File: config.mk
export PLATFORM = sky130hd
export DESIGN_NAME = module2_rr_fifo_flat
export DESIGN_NICKNAME = d
export VERILOG_FILES = /design/src/rtl/module2_rr_fifo_if.sv /design/src/rtl/module2_rr_fifo.sv /design/src/flat_wrapper.sv
export SDC_FILE = /design/constraint.sdc
export NUM_CORES = 1
export LEC_CHECK = 0
export BUFFER_PORTS_ARGS = -buffer_cell sky130_fd_sc_hd__buf_2
export CAP_MARGIN = 10
export CORE_MARGIN = 2
export CORE_UTILIZATION = 50
export CTS_BUF_LIST = sky130_fd_sc_hd__clkbuf_8
export CTS_CLUSTER_SIZE = 16
export DETAILED_ROUTE_END_ITERATION = 10
export PLACE_DENSITY_LB_ADDON = 0.1
export SYNTH_ARGS = -nofsm -noshare
export SYNTH_HDL_FRONTEND = slang
export SYNTH_SLANG_ARGS = --single-unit
export TNS_END_PERCENT = 1
File: constraint.sdc
create_clock -name clk -period 1.8 [get_ports clk]
set_input_delay 0.18 -clock clk [delete_from_list [all_inputs] [get_ports clk]]
set_output_delay 0.18 -clock clk [all_outputs]
set_load 0.02 [all_outputs]
File: src/rtl/module2_rr_fifo_if.sv
// module2_rr_fifo_if: producer operand/mode bundle and consumer drain port of the round-robin combiner FIFO.
interface module2_rr_fifo_if #(
   parameter int WIDTH = 2,
   parameter int NUM_CH = 2,
   parameter int DEPTH = 4
);
   localparam int CH_W = NUM_CH > 1 ? $clog2(NUM_CH) : 1;
   localparam int LVL_W = $clog2(DEPTH + 1);
   logic [1:0] mode;
   logic [NUM_CH-1:0] in_valid;
   logic [NUM_CH-1:0] in_ready;
   logic [NUM_CH*WIDTH-1:0] in0;
   logic [NUM_CH*WIDTH-1:0] in1;
   logic out_valid;
   logic out_ready;
   logic [WIDTH-1:0] out;
   logic [CH_W-1:0] out_ch;
   logic [LVL_W-1:0] level;
   modport master(
      output mode, in_valid, in0, in1, out_ready,
      input in_ready, out_valid, out, out_ch, level
   );
   modport slave(
      input mode, in_valid, in0, in1, out_ready,
      output in_ready, out_valid, out, out_ch, level
   );
endinterface

File: src/rtl/module2_rr_fifo.sv
// module2_rr_fifo: round-robin arbitration of NUM_CH operand pairs, combined per mode into a FWFT FIFO.
module module2_rr_fifo #(
   parameter int WIDTH = 2,
   parameter int NUM_CH = 2,
   parameter int DEPTH = 4
) (
   input logic clk,
   input logic reset,
   module2_rr_fifo_if.slave bus
);
   localparam int CH_W = NUM_CH > 1 ? $clog2(NUM_CH) : 1;
   localparam int LVL_W = $clog2(DEPTH + 1);
   localparam int PW = $clog2(DEPTH);
   logic [WIDTH+CH_W-1:0] mem [DEPTH];
   logic [PW-1:0] rd, wr;
   logic [LVL_W-1:0] count;
   logic [CH_W-1:0] rr, sel;
   logic found, pop, space, push;
   logic [WIDTH-1:0] a, b, res;
   assign bus.out_valid = count != '0;
   assign pop = bus.out_valid & bus.out_ready;
   assign space = (count != LVL_W'(DEPTH)) | pop;
   // Descending scan so the channel closest to rr is the last, winning, assignment.
   always_comb begin
      sel = '0;
      found = 1'b0;
      for (int k = NUM_CH - 1; k >= 0; k--) begin
         if (bus.in_valid[CH_W'((int'(rr) + k) % NUM_CH)]) begin
            sel = CH_W'((int'(rr) + k) % NUM_CH);
            found = 1'b1;
         end
      end
   end
   assign push = found & space & ~reset;
   assign bus.in_ready = push ? NUM_CH'(1) << sel : '0;
   assign a = bus.in0[sel*WIDTH +: WIDTH];
   assign b = bus.in1[sel*WIDTH +: WIDTH];
   always_comb res = bus.mode == 2'b00 ? a : bus.mode == 2'b01 ? a ^ b : bus.mode == 2'b10 ? a & b : a + b;
   always_ff @(posedge clk) begin
      if (reset) begin
         count <= '0;
         rd <= '0;
         wr <= '0;
         rr <= '0;
      end else begin
         count <= count + LVL_W'(push) - LVL_W'(pop);
         if (pop) rd <= rd + 1'b1;
         if (push) begin
            wr <= wr + 1'b1;
            rr <= sel == CH_W'(NUM_CH - 1) ? '0 : sel + 1'b1;
         end
      end
   end
   always_ff @(posedge clk) if (push) mem[wr] <= {res, sel};
   assign bus.out = bus.out_valid ? mem[rd][WIDTH+CH_W-1:CH_W] : '0;
   assign bus.out_ch = bus.out_valid ? mem[rd][CH_W-1:0] : '0;
   assign bus.level = count;
endmodule
File: src/flat_wrapper.sv
// flat-port wrapper written by rule: the top's interface ports become plain ports
module module2_rr_fifo_flat 
#(
   parameter int WIDTH = 2,
   parameter int NUM_CH = 2,
   parameter int DEPTH = 4
)
  (clk, reset, bus_mode, bus_in_valid, bus_in0, bus_in1, bus_out_ready, bus_in_ready, bus_out_valid, bus_out, bus_out_ch, bus_level);
  module2_rr_fifo_if #(.WIDTH(WIDTH), .NUM_CH(NUM_CH), .DEPTH(DEPTH)) bus_i ();
  input logic clk;
  input logic reset;
  input wire logic [$bits(bus_i.mode)-1:0] bus_mode;
  input wire logic [$bits(bus_i.in_valid)-1:0] bus_in_valid;
  input wire logic [$bits(bus_i.in0)-1:0] bus_in0;
  input wire logic [$bits(bus_i.in1)-1:0] bus_in1;
  input wire logic [$bits(bus_i.out_ready)-1:0] bus_out_ready;
  output wire logic [$bits(bus_i.in_ready)-1:0] bus_in_ready;
  output wire logic [$bits(bus_i.out_valid)-1:0] bus_out_valid;
  output wire logic [$bits(bus_i.out)-1:0] bus_out;
  output wire logic [$bits(bus_i.out_ch)-1:0] bus_out_ch;
  output wire logic [$bits(bus_i.level)-1:0] bus_level;
  assign bus_i.mode = bus_mode;
  assign bus_i.in_valid = bus_in_valid;
  assign bus_i.in0 = bus_in0;
  assign bus_i.in1 = bus_in1;
  assign bus_i.out_ready = bus_out_ready;
  assign bus_in_ready = bus_i.in_ready;
  assign bus_out_valid = bus_i.out_valid;
  assign bus_out = bus_i.out;
  assign bus_out_ch = bus_i.out_ch;
  assign bus_level = bus_i.level;
  module2_rr_fifo #(.WIDTH(WIDTH), .NUM_CH(NUM_CH), .DEPTH(DEPTH)) u_core (.clk(clk), .reset(reset), .bus(bus_i));
endmodule
==> Yosys cells after proc, flatten, opt, wreduce, memory -nomap -nowiden <==
Memories as Yosys holds them, arrays and structs flattened. A register that Yosys moved wholly into a read port is not among the register bits.
Cells that the tools add are included.
{ "classes": {"addsub": 7, "magnitude_cmp": 2, "n_eq_ne": 3, "shifts": 3, "n_mux": 19, "n_bitwise": 7, "n_reduce_logical": 2} }
{ "op_table": {"columns": ["op", "n"], "rows": [
  ["2-bit 2-to-1 mux", 7],
  ["1-bit 2-to-1 mux", 12],
  ["4-bit by 3-bit indexed part select with 2-bit output", 2],
  ["1-bit by 3-bit < comparator with 1-bit output (second input constant)", 2],
  ["2-bit by 1-bit adder with 2-bit output (second input constant)", 2],
  ["3-bit by 1-bit adder with 3-bit output", 1],
  ["1-bit AND", 3],
  ["3-bit inequality test (second input constant)", 1],
  ["3-bit nonzero test", 1],
  ["3-bit by 1-bit subtractor with 3-bit output", 1],
  ["1-bit adder (second input constant)", 2],
  ["2-bit adder", 1],
  ["2-bit AND", 1],
  ["2-bit by 1-bit == test with 1-bit output (second input constant)", 1],
  ["2-bit == test (second input constant)", 1],
  ["2-bit logical NOT", 1],
  ["1-bit by 1-bit << shifter with 2-bit output (first input constant)", 1],
  ["2-bit XOR", 1],
  ["1-bit inverter", 1],
  ["1-bit bitwise OR", 1]
]} }
{ "word_totals": {"regBits": 8, "ram_bits": 12, "in_bits": 15, "memories": 1} }
{ "memory_table": {"columns": ["name", "words", "width", "rd", "rd_clocked_by_memory_dff", "wr", "line_no", "rtl"], "rows": [
  ["u_core.mem", 4, 3, 1, 1, 1, "module2_rr_fifo.sv:14", "logic [WIDTH+CH_W-1:0] mem [DEPTH];"]
]} }

==> Longest topological paths before layout <==
Gate-level depths: netlist of the first run.
{ "depth": {"depth_word": 11, "depth_mapped": 9, "depth_no_buf": 9} }

==> Least setup slack after synthesis of the first run <==
Ideal clock, no wire load.
{ "synth_path": {"kind": "register to register", "from": "reg u_core.count[1] (netlist: u_core.bus.level[1])", "to": "reg u_core.count[2] (netlist: u_core.bus.level[2])", "setup_time_ps": 126, "arrival_ps": 1903, "required_time_ps": 1674, "path_slack_ps": -230, "stages_incl_launch_ff": 10, "period_less_slack_ps": 2030, "cell_sequence": "dfxtp_1 > o31ai_1 > inv_1 > ha_1 > inv_1 > ha_1 > inv_1 > fa_1 > xnor2_1 > nor2_1"} }
{ "synth_via": {"elab_chain_len": 7, "elab_cells_between_ends": 8, "cone_classes": "2 x add/sub; 1 x eq/ne; 4 x bitwise; 1 x reduce/logical"} }
{ "synth_rtl": {"columns": ["element", "line_no", "rtl"], "rows": [
  ["from (decl)", "module2_rr_fifo.sv:16", "logic [LVL_W-1:0] count;"],
  ["from (signal assigned)", "module2_rr_fifo.sv:46", "count <= count + LVL_W'(push) - LVL_W'(pop);"],
  ["3-bit nonzero test (*)", "module2_rr_fifo.sv:20", "assign bus.out_valid = count != '0;"],
  ["1-bit AND (*)", "module2_rr_fifo.sv:21", "assign pop = bus.out_valid & bus.out_ready;"],
  ["net u_core.pop", "module2_rr_fifo.sv:18", "logic found, pop, space, push;"],
  ["1-bit bitwise OR", "module2_rr_fifo.sv:22", "assign space = (count != LVL_W'(DEPTH)) | pop;"],
  ["1-bit AND (2 in a row)", "module2_rr_fifo.sv:34", "assign push = found & space & ~reset;"],
  ["3-bit by 1-bit adder with 3-bit output", "module2_rr_fifo.sv:46", null],
  ["3-bit by 1-bit subtractor with 3-bit output (*)", "module2_rr_fifo.sv:46", null]
]} }
Mark *: on every way through the listed nets, which the timed path passes. The rest lies on a longest branch.
A chain may end at the register's enable or synchronous reset.

==> Worst setup path after layout of the first run <==
{ "layout_path": {"from": "reg u_core.count[0] (netlist: u_core.bus.level[0])", "to": "out bus_in_ready[1]"} }
{ "layout_via": {"elab_chain_len": 6, "elab_cells_between_ends": 7, "cone_classes": "1 x eq/ne; 1 x mux; 4 x bitwise; 1 x reduce/logical"} }
{ "layout_rtl": {"columns": ["element", "line_no", "rtl"], "rows": [
  ["3-bit nonzero test", "module2_rr_fifo.sv:20", null],
  ["1-bit AND", "module2_rr_fifo.sv:21", null],
  ["1-bit bitwise OR (*)", "module2_rr_fifo.sv:22", null],
  ["1-bit AND (*) (2 in a row)", "module2_rr_fifo.sv:34", null],
  ["net u_core.push", "module2_rr_fifo.sv:18", null],
  ["2-bit 2-to-1 mux (*)", "module2_rr_fifo.sv:35", "assign bus.in_ready = push ? NUM_CH'(1) << sel : '0;"],
  ["to (decl)", "flat_wrapper.sv:17", "output wire logic [$bits(bus_i.in_ready)-1:0] bus_in_ready;"]
]} }
Marked as above.

==> results of run 1 <==
## how the worst min path moves through the flow
stage	start	endpoint	slack [ps]
floorplan	reset	u_core.wr[1]	360
global placement	u_core.rd[1]	u_core.rd[1]	480
detailed placement	u_core.rd[1]	u_core.rd[1]	510
CTS	reset	u_core.bus.level[0]	230
global route	reset	flop	260
finish	reset	u_core.bus.level[0]	240
## cell type report
cell class                      count  area (um^2)
Clock buffer                        3         41.3
Clock inverter                      1         3.75
Fill cell                         169          644
Inverter                            9         33.8
Multi-Input combinational cell     61          643
Sequential cell                    22          567
Tap cell                           28         35.0
Timing Repair Buffer               37          223
## sequential cells by signal (all words and copies together), names as in the netlist, named ones only
signal            count
u_core.rd             2
u_core.bus.level      3
u_core.wr             2
u_core.mem           12
u_core.rr             1
## per-stage QoR
step / utilization [%] / setup slack, ps
final: 70.6 / -48.4
after global routing: 70.6 / -139
after CTS: 70.2 / -31.8
after detailed placement: 64.6 / -166
after global placement: 64.6 / -108
after floorplan: - / -40.3
## metal layers
layer	part of all wire (%)	up-vias	track usage, %
li1	-	406	-
met1	42	360	21.7
met2	52	20	33.1
met3	4.0	5	2.59
met4	2.4	0	10.5
met5	0	-	0
## cells in the mapped netlist, types with 2 or more instances
master / instances
and3_1: 2
ha_1: 8
nor2_1: 7
mux2_4: 2
inv_1: 9
mux4_2: 3
xor2_1: 2
and2_1: 5
mux2i_1: 2
nand2b_1: 4
nor3_1: 2
mux2_2: 2
edfxtp_1: 12
nor2b_1: 4
dfxtp_1: 10
## cell families (layout without fill, tap and decap cells)
kind of cell / after synthesis / in the layout / share of synthesized area [%]
compound gates: 9 / 9 / 5.74
mux: 9 / 9 / 12.1
simple gates: 31 / 31 / 17.7
fa+ha+maj: 9 / 9 / 10.4
buf+inv: 10 / 50 / 3.25
flops: 22 / 22 / 48.5
xor+xnor: 3 / 3 / 2.27
## critical path, stage by stage, from the launching register on
cell and delay, ps:
dfxtp_2 340, buf_4 150, nor4b_4 370, nor3b_4 80
buf_4 170, and2_1 150, buf_2 150
## report_power, final
group | leakage, uW | switching, uW | internal (uW) | total, uW
logic | 0.000473 | 437 | 459 | 896
registers | 0.000193 | 73.9 | 630 | 704
clock network | 0.0000231 | 156 | 152 | 308
## timing repair
item / in CTS / in global routing
setup endpoints to repair: 12 / 12
buffers inserted: 2 / 0
pin swaps: 6 / 3
hold endpoints to repair: 0 / 0
resized for setup: 11 / 2
cloned: 0 / 0
==> results.ini, run 1 <==
[clock_network]
htreeDepth=1
hold_buffers=0
path_clk_slew_ps=80
clock_latency_ps=270
cts_tree=yes
cts_buffers=3
cts_sinks=22
root_buffer=clkbuf_8
cts_buffer_depth=2

[logic_synthesis]
seq_area_frac_synth_pct=48.5
synth_top_area_cell=edfxtp_1
synth_top_flop_cell=edfxtp_1
async_flop_share_pct=0
synth_cell_types=34
synth_cells=93
synth_warnings=0
synth.top_cell.area_share_pct=31.2
synth_edf_count=12
syn_nets=117
avgSynthCellArea_um2=12.4
ys_ff_latch=22
synth_area_um2=1160
synth_area_leaders=edfxtp_1 (31%), dfxtp_1 (17%), ha_1 (8.7%)

[drt]
drc=0
wire_per_inst_um=13.0
ant_nets=0
drtIter0Drc=9
dr.pass1.iters=3
viasPerCell=4.91
drt-total-wl_um=2090
vias=791

[status]
violations=setup timing
status=finished with violations

[timing]
finalSetupViolCount=3
period_needed_ps=1850
min_period_over_period_pct=103
fin_setup_tns_ps=-92.0
hold-worst-slack_ps=236
finalClockSkew_ps=9.39
finalWorstSetupSlack_ps=-48.4
rsz0062_at_grt=true
tightest_slew_ps=820
finalHoldViolations=0
slew_headroom_pct=43.9
maxSlewViolCount=0
fmax_mhz=541

[pwr]
peakVddDrop_mv=0.801
p_leak_uw=0.000689
p_per_area_nw_per_um2=1230
finalPower_uw=1910

[setup_path]
crit_path_start_kind=flop
timing.rr.start=u_core.bus.level[0]
reg2reg_slack_ps=-20
cp-end-kind=output port
cp.arrival_ps=1670
critPathRequiredTime_ps=1620
crit_start=u_core.bus.level[0]
critPathKind=flop to output port
timing.rr.end=u_core.bus.level[1]
cp-endpoint=bus_in_ready[1]
crit_fanout=7
r2r_cells=8

[cells_and_area]
fin_area_um2=1550
final_nets=158
syn_to_final_growth_pct=33.8
n_antenna_cell=0
layout-drive-gt1-share_pct=46.6
mostFrequentLayoutCells=buf_2 (22), buf_4 (15), edfxtp_1 (12)
finalNonFillerCells=161
final_common_cell=buf_2

[min_path]
min_path_cells=2
hp-class=primary input to flop

[floorplanning]
ioPinCount=24
die_w_um=52.1
coreArea_um2=2190
dieArea_um2=2710
row_count=17
start_util_pct=52.8
dieHeight_um=52.1

[placed_design]
gp_congestion=0.795
placed_area_um2=1420
io_buffers=22
place_inst=155
hpwlAfterDp_um=1620

[global_route]
grt_pass1_vias=826
grt_pass1_wl_um=3550
globalRouteOverflowTotal=0
grt_max_degree=13
antenna_found_initial=0
grt_use_total_pct=18.8

[run]
max_cap_violations=0

Power figures use the tool's default switching activity.
==> run 2: changes to the inputs <==
- CORE_UTILIZATION: 50 -> 52
- clock period: 1.8 -> 1.9 ns (I/O delays scaled with it)
==> results.ini, run 2 (synthesis gave the netlist of run 1 again) <==
[drt]
drtIter0Drc=2  ; was 9
viasPerCell=4.89  ; was 4.91
dr.pass1.iters=2  ; was 3
drc=0  ; unchanged
drt-total-wl_um=1710  ; was 2090 um
ant_nets=0  ; unchanged
vias=744  ; was 791
wire_per_inst_um=11.2  ; was 13.0 um

[global_route]
grt_use_total_pct=15.3  ; was 18.8%
antenna_found_initial=0  ; unchanged
globalRouteOverflowTotal=0  ; unchanged
grt_pass1_wl_um=2970  ; was 3550 um
grt_max_degree=14  ; was 13
grt_pass1_vias=695  ; was 826

[cells_and_area]
final_nets=149  ; was 158
mostFrequentLayoutCells=buf_2 (22), edfxtp_1 (12), inv_1 (9)  ; was buf_2 (22), buf_4 (15), edfxtp_1 (12)
final_common_cell=buf_2  ; unchanged
largest_reg_flops=12  ; unchanged
syn_to_final_growth_pct=25.4  ; was 33.8%
layout-drive-gt1-share_pct=39.5  ; was 46.6%
n_antenna_cell=0  ; unchanged
top_register=u_core.mem  ; unchanged
fill_cells=183  ; was 169

[pwr]
peakVddDrop_mv=0.919  ; was 0.801 mV
p_leak_uw=0.000641  ; was 0.000689 uW
p_per_area_nw_per_um2=1250  ; was 1230 nW/um^2
finalPower_uw=1810  ; was 1910 uW

[timing]
finalHoldViolations=0  ; unchanged
rsz0062_at_grt=true  ; unchanged
finalWorstSetupSlack_ps=43.9  ; was -48.4 ps
tightest_slew_ps=509  ; was 820 ps
min_period_over_period_pct=97.7
finalSetupViolCount=0  ; was 3
fmax_mhz=539
slew_headroom_pct=65.2  ; was 43.9%
maxSlewViolCount=0  ; unchanged
period_needed_ps=1860
fin_setup_tns_ps=0  ; was -92.0 ps
finalClockSkew_ps=8.18  ; was 9.39 ps

[clock_network]
cts_tree=yes  ; unchanged
clock_latency_ps=260  ; was 270 ps
htreeDepth=1  ; unchanged
path_clk_slew_ps=80  ; about the same
root_buffer=clkbuf_8  ; unchanged
cts_sinks=22  ; unchanged
cts_buffers=3  ; unchanged
cts_buffer_depth=2  ; unchanged

[floorplanning]
ioPinCount=24  ; unchanged
row_count=17  ; unchanged
die_w_um=51.2  ; was 52.1 um
dieHeight_um=51.2  ; was 52.1 um
coreArea_um2=2150  ; was 2190 um^2
start_util_pct=53.8  ; was 52.8%
dieArea_um2=2620  ; was 2710 um^2

[min_path]
hp-class=primary input to flop  ; unchanged
min_path_cells=2  ; unchanged

[setup_path]
critPathKind=flop to flop  ; was flop to output port
r2r_cells=8  ; unchanged
crit_fanout=3  ; was 7
cp.arrival_ps=2010  ; was 1670 ps
cp-end-kind=flop  ; was output port
crit_path_start_kind=flop  ; unchanged
critPathRequiredTime_ps=2050  ; was 1620 ps

[run]
max_cap_violations=0  ; unchanged

[status]
status=finished clean  ; was finished with violations

[placed_design]
io_buffers=22  ; unchanged
gp_congestion=0.781  ; was 0.795
post-place-ws_ps=24.4  ; was -166 ps

-- run 2: critical path: stages (launching register included) --
cell and delay, ps:
dfxtp_4 370, o31ai_4 250, inv_1 80, ha_1 270, inv_1 50, ha_1 130
inv_1 50, fa_2 510, nor2_1 30
-- run 2: area by class of cell --
type / instances / area, um^2 / area share [%]
clock inverters: 1 / 30.0 / 2.07
clock buffers: 3 / 41.3 / 2.85
multi-input cells: 61 / 589 / 40.6
repair buffers: 28 / 155 / 10.7
inverters: 9 / 33.8 / 2.33
flip-flops and latches: 22 / 566 / 39.0
well taps: 28 / 35.0 / 2.42
-- run 2: final timing paths --
path	startpoint	to	slack [ps]
max	u_core.bus.level[1]	u_core.bus.level[1]	40
min	reset	u_core.bus.level[2]	250
max reg2reg	u_core.bus.level[1]	u_core.bus.level[1]	40
min reg2reg	u_core.rd[1]	u_core.rd[1]	510
-- run 2: where the power goes --
part           switching, uW  leakage, uW  internal [uW]  total, uW
clock network            147    0.0000357            281        428
logic                    348     0.000412            351        699
registers               87.9     0.000193            596        684
total                    583     0.000641           1230       1810
-- run 2: routing by layer --
metal  part of all wire [%]  global-route usage [%]
met1                     45                    19.7
met2                     49                    25.3
met3                    4.6                    2.63
met4                    1.0                    6.76
met5                      0                       0
-- run 2: timing repair --
item	4_1_cts	5_1_grt
endpoints found under the setup margin	1	6
pin swaps	1	0
hold endpoints to repair	0	0
hold buffers	0	0
buffers inserted	0	1
resized for setup	1	4
-- run 2: per-stage QoR --
stage	utilization, %	hold WS (ps)	area (um^2)	instances
2_1_floorplan	-	374	1170	93
3_3_place_gp	62.9	480	1350	147
3_5_place_dp	62.9	485	1350	147
4_1_cts	66.3	248	1430	151
5_1_grt	67.5	266	1450	152
6_report	67.5	248	1450	152
==> run 3: changes to the inputs <==
- BUFFER_PORTS_ARGS: -buffer_cell sky130_fd_sc_hd__buf_2 -> default
- DONT_BUFFER_PORTS: default -> 1
==> results.ini, run 3 (synthesis gave the netlist of run 1 again) <==
[timing]
slew_headroom_pct=65.2  ; about the same
finalHoldViolations=0  ; unchanged
tightest_slew_ps=508  ; was 509 ps
fmax_mhz=551  ; was 539 MHz
period_needed_ps=1810  ; was 1860 ps
rsz0062_at_grt=true  ; unchanged
maxSlewViolCount=0  ; unchanged
min_period_over_period_pct=95.5  ; was 97.7%
finalSetupViolCount=0  ; unchanged
hold-worst-slack_ps=9.02  ; was 248 ps
finalClockSkew_ps=6.10  ; was 8.18 ps

[placed_design]
gp_congestion=0.812  ; was 0.781
io_buffers=0  ; was 22
hpwlAfterDp_um=1340
place_inst=128  ; was 147

[setup_path]
cp.arrival_ps=2000  ; was 2010 ps
critPathRequiredTime_ps=2090  ; was 2050 ps
timing.rr.end=u_core.bus.level[1]  ; unchanged
critPathKind=flop to flop  ; unchanged
timing.rr.start=u_core.bus.level[1]  ; unchanged
r2r_cells=7  ; was 8
crit_start=u_core.bus.level[1]  ; unchanged
crit_path_start_kind=flop  ; unchanged
reg2reg_slack_ps=90  ; was 40 ps
crit_fanout=5  ; was 3
cp-end-kind=flop  ; unchanged

[run]
max_cap_violations=0  ; unchanged

[cells_and_area]
final_nets=130  ; was 149
fill_cells=166  ; was 183
finalNonFillerCells=133  ; was 152
mostFrequentLayoutCells=edfxtp_1 (12), inv_1 (9), buf_4 (8)  ; was buf_2 (22), edfxtp_1 (12), inv_1 (9)
final_util_pct=62.8  ; was 67.5%
syn_to_final_growth_pct=16.8  ; was 25.4%
n_antenna_cell=0  ; unchanged
final_common_cell=edfxtp_1  ; was buf_2
layout-drive-gt1-share_pct=28.6  ; was 39.5%
largest_reg_flops=12  ; unchanged
top_register=u_core.mem  ; unchanged

[pwr]
p_per_area_nw_per_um2=1190  ; was 1250 nW/um^2
pwr-share-comb_pct=41.4  ; was 38.6%
power.share.sequential_pct=41.6  ; was 37.8%
p_leak_uw=0.000548  ; was 0.000641 uW
switching_share_pct=34.4  ; was 32.2%
power_switching_uw=552  ; was 583 uW
peakVddDrop_mv=0.566  ; was 0.919 mV
internal_power_uw=1050  ; was 1230 uW
power_frac_clock_pct=17.0  ; was 23.6%

[drt]
viasPerCell=5.20  ; was 4.89
drt-total-wl_um=1660  ; was 1710 um
drc=0  ; unchanged
dr.pass1.iters=2  ; unchanged
vias=691  ; was 744
drtIter0Drc=7  ; was 2
wire_per_inst_um=12.5  ; was 11.2 um
ant_nets=0  ; unchanged

[clock_network]
cts_buffer_depth=2  ; unchanged
clock_latency_ps=250  ; was 260 ps
htreeDepth=1  ; unchanged
post-cts-setup-buffer-count=0  ; unchanged
cts_sinks=22  ; unchanged
cts_buffers=3  ; unchanged
root_buffer=clkbuf_8  ; unchanged
path_clk_slew_ps=70  ; was 80 ps
cts_tree=yes  ; unchanged

[min_path]
min_to=u_core.rd[1]  ; was u_core.bus.level[2]
min_path_cells=1  ; was 2
hold_start=reset  ; unchanged
hp-class=primary input to flop  ; unchanged

[status]
status=finished clean  ; unchanged

[floorplanning]
dieHeight_um=51.2  ; unchanged
die_w_um=51.2  ; unchanged
start_util_pct=53.8  ; unchanged
dieArea_um2=2620  ; unchanged
coreArea_um2=2150  ; unchanged
ioPinCount=24  ; unchanged
row_count=17  ; unchanged

[global_route]
grt_pass1_vias=666  ; was 695
grt_pass1_wl_um=2860  ; was 2970 um
globalRouteOverflowTotal=0  ; unchanged
grt_use_total_pct=15.0  ; was 15.3%
grt_max_degree=13  ; was 14
antenna_found_initial=0  ; unchanged

run 3: cell type report:
type,instances,area (um^2),share of cell area (%)
sequential,22,564,41.8
tap,28,35.0,2.60
clock inverter,1,3.75,0.278
inverter,9,33.8,2.50
timing repair buffer,9,70.1,5.19
clock buffer,3,41.3,3.06
multi-input combinational,61,602,44.6
run 3: worst max path at each step:
stage	to	slack, ps	depth (start not counted)
after global placement	u_core.mem[0][2]	90	7
final	u_core.bus.level[1]	90	7
after detailed placement	u_core.bus.level[2]	70	9
after CTS	u_core.mem[2][2]	40	7
after global routing	u_core.bus.level[1]	-30	7
after floorplan	u_core.bus.level[2]	20	9
run 3: what timing repair did:
| item | in CTS | in global routing |
|---|---|---|
| gates resized for setup | 0 | 6 |
| endpoints found under the hold margin | 4 | 0 |
| hold buffers | 1 | 0 |
| setup endpoints to repair | 0 | 6 |
run 3: power by group through the flow:
stage | combinational (uW) | sequential (uW) | clock [uW]
5_1_grt | 736 | 678 | 305
4_1_cts | 658 | 665 | 282
2_1_floorplan | 434 | 723 | 0
6_report | 663 | 666 | 273
3_5_place_dp | 653 | 676 | 0
3_3_place_gp | 636 | 673 | 0
run 3: through the flow:
| step | setup slack, ps | setup TNS (ps) | instance area [um^2] | power, uW |
|---|---|---|---|---|
| final | 86.2 | 0 | 1350 | 1600 |
| after global routing | -25.5 | -25.5 | 1350 | 1720 |
| after CTS | 38.5 | 0 | 1320 | 1600 |
| after detailed placement | 66.6 | 0 | 1260 | 1330 |
| after global placement | 88.6 | 0 | 1260 | 1310 |
| after floorplan | 22.3 | 0 | 1170 | 1160 |
run 3: critical path, stage by stage (launching register included):
cell	delay, ps
dfxtp_2	340
buf_4	180
nor4b_4	380
nor3b_4	80
ha_1	200
inv_1	70
fa_2	420
nor2_1	90
run 3: metal layers:
layer / track usage [%] / part of all wire (%) / vias to the layer above / wire, um
met4: 5.41 / 0.66 / 0 / 11
met2: 23.6 / 48 / 16 / 794
met5: 0 / 0 / - / 0
li1: - / - / 349 / -
met3: 4.09 / 4.5 / 2 / 75
met1: 20.0 / 47 / 324 / 778
